`config.mk`:
```
export PLATFORM = sky130hd
export DESIGN_NAME = acc_bcd_converter_flat
export DESIGN_NICKNAME = d
export VERILOG_FILES = /design/src/rtl/acc_bcd_converter_if.sv /design/src/rtl/acc_bcd_converter.sv /design/src/flat_wrapper.sv
export SDC_FILE = /design/constraint.sdc
export NUM_CORES = 1
export LEC_CHECK = 0
export ABC_AREA = 1
export BUFFER_PORTS_ARGS = -buffer_cell sky130_fd_sc_hd__buf_2
export CORE_MARGIN = 2
export CORE_UTILIZATION = 56
export DETAILED_ROUTE_END_ITERATION = 10
export PLACE_DENSITY = 0.79
export SYNTH_ARGS = -nofsm -noshare
export SYNTH_HDL_FRONTEND = slang
export SYNTH_SLANG_ARGS = --single-unit
export TNS_END_PERCENT = 10
```
`constraint.sdc`:
```
create_clock -name Clock -period 1.7 [get_ports Clock]
set_input_delay 0.34 -clock Clock [delete_from_list [all_inputs] [get_ports Clock]]
set_output_delay 0.34 -clock Clock [all_outputs]
set_load 0.02 [all_outputs]
```
`src/rtl/acc_bcd_converter_if.sv`:
```
// Handshake and result bundle for the
// accumulator binary-to-BCD converter.
interface acc_bcd_converter_if #(
  parameter int WIDTH = 8
);
  logic             start;
  logic [WIDTH-1:0] bin_in;
  logic             busy;
  logic             done;
  logic [3:0]       bcd_hundreds;
  logic [3:0]       bcd_tens;
  logic [3:0]       bcd_ones;

  modport master (
    output start,
    output bin_in,
    input  busy,
    input  done,
    input  bcd_hundreds,
    input  bcd_tens,
    input  bcd_ones
  );

  modport slave (
    input  start,
    input  bin_in,
    output busy,
    output done,
    output bcd_hundreds,
    output bcd_tens,
    output bcd_ones
  );
endinterface

```
`src/rtl/acc_bcd_converter.sv`:
```
// Sequential double-dabble converter: one
// shift-add-3 iteration per clock.
module acc_bcd_converter #(
  parameter int WIDTH  = 8,
  parameter int DIGITS = 3
) (
  input logic Clock,
  input logic Reset_b,
  acc_bcd_converter_if.slave bus
);

  localparam int SW = 4 * DIGITS;
  localparam int CW = $clog2(WIDTH + 1);

  typedef enum logic [1:0] {
    IDLE  = 2'd0,
    SHIFT = 2'd1,
    DONE  = 2'd2
  } state_t;

  state_t          state_q, state_d;
  logic [WIDTH-1:0] shift_q, shift_d;
  logic [SW-1:0]   scr_q, scr_d;
  logic [CW-1:0]   cnt_q, cnt_d;
  logic [SW-1:0]   res_q, res_d;
  logic [SW-1:0]   adj;
  logic [SW-1:0]   scr_nx;

  // Add-3 correction, then the combined left shift
  always_comb begin
    adj = scr_q;
    for (int i = 0; i < DIGITS; i++) begin
      if (scr_q[4*i +: 4] >= 4'd5) begin
        adj[4*i +: 4] = scr_q[4*i +: 4] + 4'd3;
      end
    end
    scr_nx = {adj[SW-2:0], shift_q[WIDTH-1]};
  end

  // Next-state and datapath control
  always_comb begin
    state_d = state_q;
    shift_d = shift_q;
    scr_d   = scr_q;
    cnt_d   = cnt_q;
    res_d   = res_q;
    unique case (state_q)
      IDLE: begin
        if (bus.start) begin
          shift_d = bus.bin_in;
          scr_d   = '0;
          cnt_d   = CW'(WIDTH);
          state_d = SHIFT;
        end
      end
      SHIFT: begin
        scr_d   = scr_nx;
        shift_d = {shift_q[WIDTH-2:0], 1'b0};
        cnt_d   = cnt_q - CW'(1);
        if (cnt_q == CW'(1)) begin
          res_d   = scr_nx;
          state_d = DONE;
        end
      end
      DONE: begin
        state_d = IDLE;
      end
      default: begin
        state_d = IDLE;
      end
    endcase
  end

  // State and datapath registers, sync reset
  always_ff @(posedge Clock) begin
    if (!Reset_b) begin
      state_q <= IDLE;
      shift_q <= '0;
      scr_q   <= '0;
      cnt_q   <= '0;
      res_q   <= '0;
    end else begin
      state_q <= state_d;
      shift_q <= shift_d;
      scr_q   <= scr_d;
      cnt_q   <= cnt_d;
      res_q   <= res_d;
    end
  end

  assign bus.busy         = (state_q == SHIFT);
  assign bus.done         = (state_q == DONE);
  assign bus.bcd_ones     = res_q[3:0];
  assign bus.bcd_tens     = res_q[7:4];
  assign bus.bcd_hundreds = res_q[11:8];

endmodule

```
`src/flat_wrapper.sv`:
```
// flat-port wrapper written by rule: the top's interface ports become plain ports
module acc_bcd_converter_flat 
#(
  parameter int WIDTH  = 8,
  parameter int DIGITS = 3
)
  (Clock, Reset_b, bus_start, bus_bin_in, bus_busy, bus_done, bus_bcd_hundreds, bus_bcd_tens, bus_bcd_ones);
  acc_bcd_converter_if #(.WIDTH(WIDTH)) bus_i ();
  input logic Clock;
  input logic Reset_b;
  input wire logic [$bits(bus_i.start)-1:0] bus_start;
  input wire logic [$bits(bus_i.bin_in)-1:0] bus_bin_in;
  output wire logic [$bits(bus_i.busy)-1:0] bus_busy;
  output wire logic [$bits(bus_i.done)-1:0] bus_done;
  output wire logic [$bits(bus_i.bcd_hundreds)-1:0] bus_bcd_hundreds;
  output wire logic [$bits(bus_i.bcd_tens)-1:0] bus_bcd_tens;
  output wire logic [$bits(bus_i.bcd_ones)-1:0] bus_bcd_ones;
  assign bus_i.start = bus_start;
  assign bus_i.bin_in = bus_bin_in;
  assign bus_busy = bus_i.busy;
  assign bus_done = bus_i.done;
  assign bus_bcd_hundreds = bus_i.bcd_hundreds;
  assign bus_bcd_tens = bus_i.bcd_tens;
  assign bus_bcd_ones = bus_i.bcd_ones;
  acc_bcd_converter #(.WIDTH(WIDTH), .DIGITS(DIGITS)) u_core (.Clock(Clock), .Reset_b(Reset_b), .bus(bus_i));
endmodule
```
==> impl_metrics.toml <==
[synthesis]
synth_xor_area_share_pct = 0
area_share_of_fa_ha_maj_cells_after_synthesis_pct = 5.71
syn-cell-area_mm2 = 0.00175
flops_latches_synth = 38
syn_area_per_cell_um2 = 6.90
synth.top_cells.by_area = "dfxtp_1 43%, nand2_1 15%, inv_1 7.9%, o21ai_0 6.0%, ha_1 5.7%"
muxShareOfSynthArea_pct = 0
combinational_family_with_the_most_area_after_synthesis = "simple AND/OR/NAND/NOR gates"
netlist-cell-type-count = 19
netlist_instances = 254
synth_largest_area_cell = "dfxtp_1"
synth.yosys.warnings = 0
synth_compound_gate_area_share_pct = 12.1
yosysTopAreaCellShare_pct = 43.4
synth.net_count = 273
synth_sequential_area_ratio_pct = 43.4
synthSimpleGateAreaFrac_pct = 29.3

[route]
drt_wl_total_um = 3570
drc = 0
route.detailed.wl_per_inst_um = 11.2
first_iter_violations = 62
drt_pass1_iterations = 5
drt-vias-per-instance = 5.21
vias = 1656
drtAntennaViolNets = 0

[final_layout]
area_growth_pct = 12.7
antenna_cells = 0
fill_cells = 263
finalNetCount = 304
post_route_cells_drive_above_1_share_pct = 13.7
final-instance-count-excl-fill = 318

[sta]
min_setup_slack_post_route_ns = 0.0962
worst-slew-pin-transition_ns = 0.404
fin_tns_setup_ns = 0
setup_repair_after_global_routing_missed_its_margin = "false"
layout_worst_path_cycle_share_pct = 94.3
layout_min_cycle_time_ns = 1.60
worst_clock_skew_ns = 0.0106
timing.slew.headroom_pct = 73.0
finalHoldViolCount = 0
setup_viol = 0
slew_violations = 0
achievable_frequency_mhz = 624

[cts]
postCtsHoldBufs = 0
clock_tree_from_tritoncts = "done"
cts_repair_resize_count = 0
h_tree_lvls = 2
root_buffer = "clkbuf_4"
ctsLongestPathBuffers = 2
clock_insertion_delay_worst_skew_ns = 0.35
tritoncts.num_buffers = 5
clock_sinks = 38
post-cts-setup-buffers = 0
cts.reportedPaths.clkPinSlew_ns = 0.11

[floorplanning]
core_area_mm2 = 0.00300
rows = 20
die_w_um = 60.0
boundaryPins = 25
fp.dieH_um = 60.0
initial_core_util_pct = 58.4
floorplan.die_area_mm2 = 0.00359

[place]
dp_slack_ns = 0.336
post-place-cells = 311
hpwlAfterDp_um = 2630
globalplace.congestion = 0.816
port_buffers = 24

[global_route]
grt_pass1_vias = 1388
maximum_number_of_pins_on_one_net_before_global_route_repair = 21
gr_util_all_layers_pct = 21.7
gr-total-overflow = 0
antenna_violations_before_repair = 0
global_route_wire_length_before_repair_um = 5830

[setup_path]
criticalPathCategory = "flip-flop to primary output"
timing.critical_path.slowest_stage_cell = "dfxtp_1"
setup.worst_path.start_class = "flip-flop"
worst-path-max-fanout = 9
worst_path_largest_cell_delay_ns = 0.31
cp_data_required_time_ns = 1.36
worstPathCellList = "inv_1, nand2_2, inv_2, buf_2"
worst_setup_path_end_kind = "primary output"
ff2ff_path_depth = 6
arrival_time_of_the_worst_setup_path_ns = 1.26

[min_path]
hold_path_depth = 3
worstHoldPathType = "input port to flip-flop"

[flow_run]
cap_violations = 0

[power_and_ir_drop]
power_per_cell_area_mw_per_mm2 = 848
vdd_ir_drop_max_mv = 0.382
total_leakage_power_uw = 0.00100

[run_status]
status = "completed"
-- stage by stage --
step	hold slack (ns)	util, %	instance area [um^2]	total power, uW
floorplan	0.429	-	1750	1170
global route	0.233	65.8	1980	1760
detailed placement	0.457	64.3	1930	1270
CTS	0.217	65.8	1980	1690
finish	0.234	65.8	1980	1680
global placement	0.443	64.3	1930	1260
-- sequential cells by signal, summed over array words and instances (netlist names) --
name	count
u_core.res_q	12
u_core.scr_q	12
u_core.shift_q	8
u_core.cnt_q	4
u_core.state_q	2
-- critical path, delay by kind of cell (launching register included) --
kind,cells,cell delay [ns]
simple gates,1,0.14
flops,1,0.31
buf+inv,3,0.46
-- power breakdown --
| group | switching, uW | total, uW | internal, uW |
|---|---|---|---|
| registers | 26.8 | 967 | 941 |
| logic | 182 | 279 | 97.0 |
| clock network | 273 | 429 | 156 |
-- worst paths after layout --
kind	from	to	slack, ns
setup / recovery	u_core.state_q[1]$_SDFFE_PN0P_	bus_busy	0.1
setup reg to reg	u_core.cnt_q[0]$_SDFFE_PN0P_	u_core.res_q[2]$_SDFFE_PN0P_	0.27
hold / removal	bus_bin_in[0]	u_core.shift_q[0]$_SDFFE_PN0P_	0.23
hold reg to reg	u_core.shift_q[3]$_SDFFE_PN0P_	u_core.shift_q[3]$_SDFFE_PN0P_	0.48
-- cells in the mapped netlist --
cell	instances
nand2_1	70
dfxtp_1	38
inv_1	37
nor2_1	24
o21ai_0	21
nand3_1	20
a21oi_1	10
ha_1	8
nand4_1	5
o22ai_1	5
clkbuf_1	3
a31oi_1	2
buf_2	2
inv_2	2
nand2_2	2
nor3_1	2
nor2_2	1
o211ai_1	1
o21ai_1	1
-- layout make-up --
type	count	area, um^2	area share (%)
Tap cell	33	41.3	2.09
Clock buffer	7	45.0	2.28
Sequential cell	38	761	38.5
Multi-Input combinational cell	172	825	41.7
Inverter	39	146	7.41
Timing Repair Buffer	29	158	7.98
-- cells in the final DEF (no fill, tap or decap) --
cell type / netlist / routed
a21oi_1: 10 / 10
a31oi_1: 2 / 2
buf_2: 2 / 24
buf_4: 0 / 5
clkbuf_1: 3 / 2
clkbuf_4: 0 / 5
dfxtp_1: 38 / 38
ha_1: 8 / 8
inv_1: 37 / 37
inv_2: 2 / 2
nand2_1: 70 / 70
nand2_2: 2 / 2
nand3_1: 20 / 20
nand4_1: 5 / 5
nor2_1: 24 / 24
nor2_2: 1 / 1
nor3_1: 2 / 2
o211ai_1: 1 / 1
o21ai_0: 21 / 21
o21ai_1: 1 / 1
o22ai_1: 5 / 5
-- cell families after synthesis --
logic type,after synthesis
AND/OR/NAND/NOR,124
AO/OA/AOI/OAI,40
flip-flops,38
adder cells (fa/ha/maj),8
buffers and inverters,44
-- per-layer routing --
layer | vias to the layer above | share of wire, % | track usage, %
li1 | 877 | - | -
met1 | 734 | 49 | 27.4
met2 | 39 | 45 | 35.6
met3 | 6 | 4.3 | 5.84
met4 | 0 | 1.5 | 7.62
met5 | - | 0 | 0
Power figures use the tool's default switching activity.
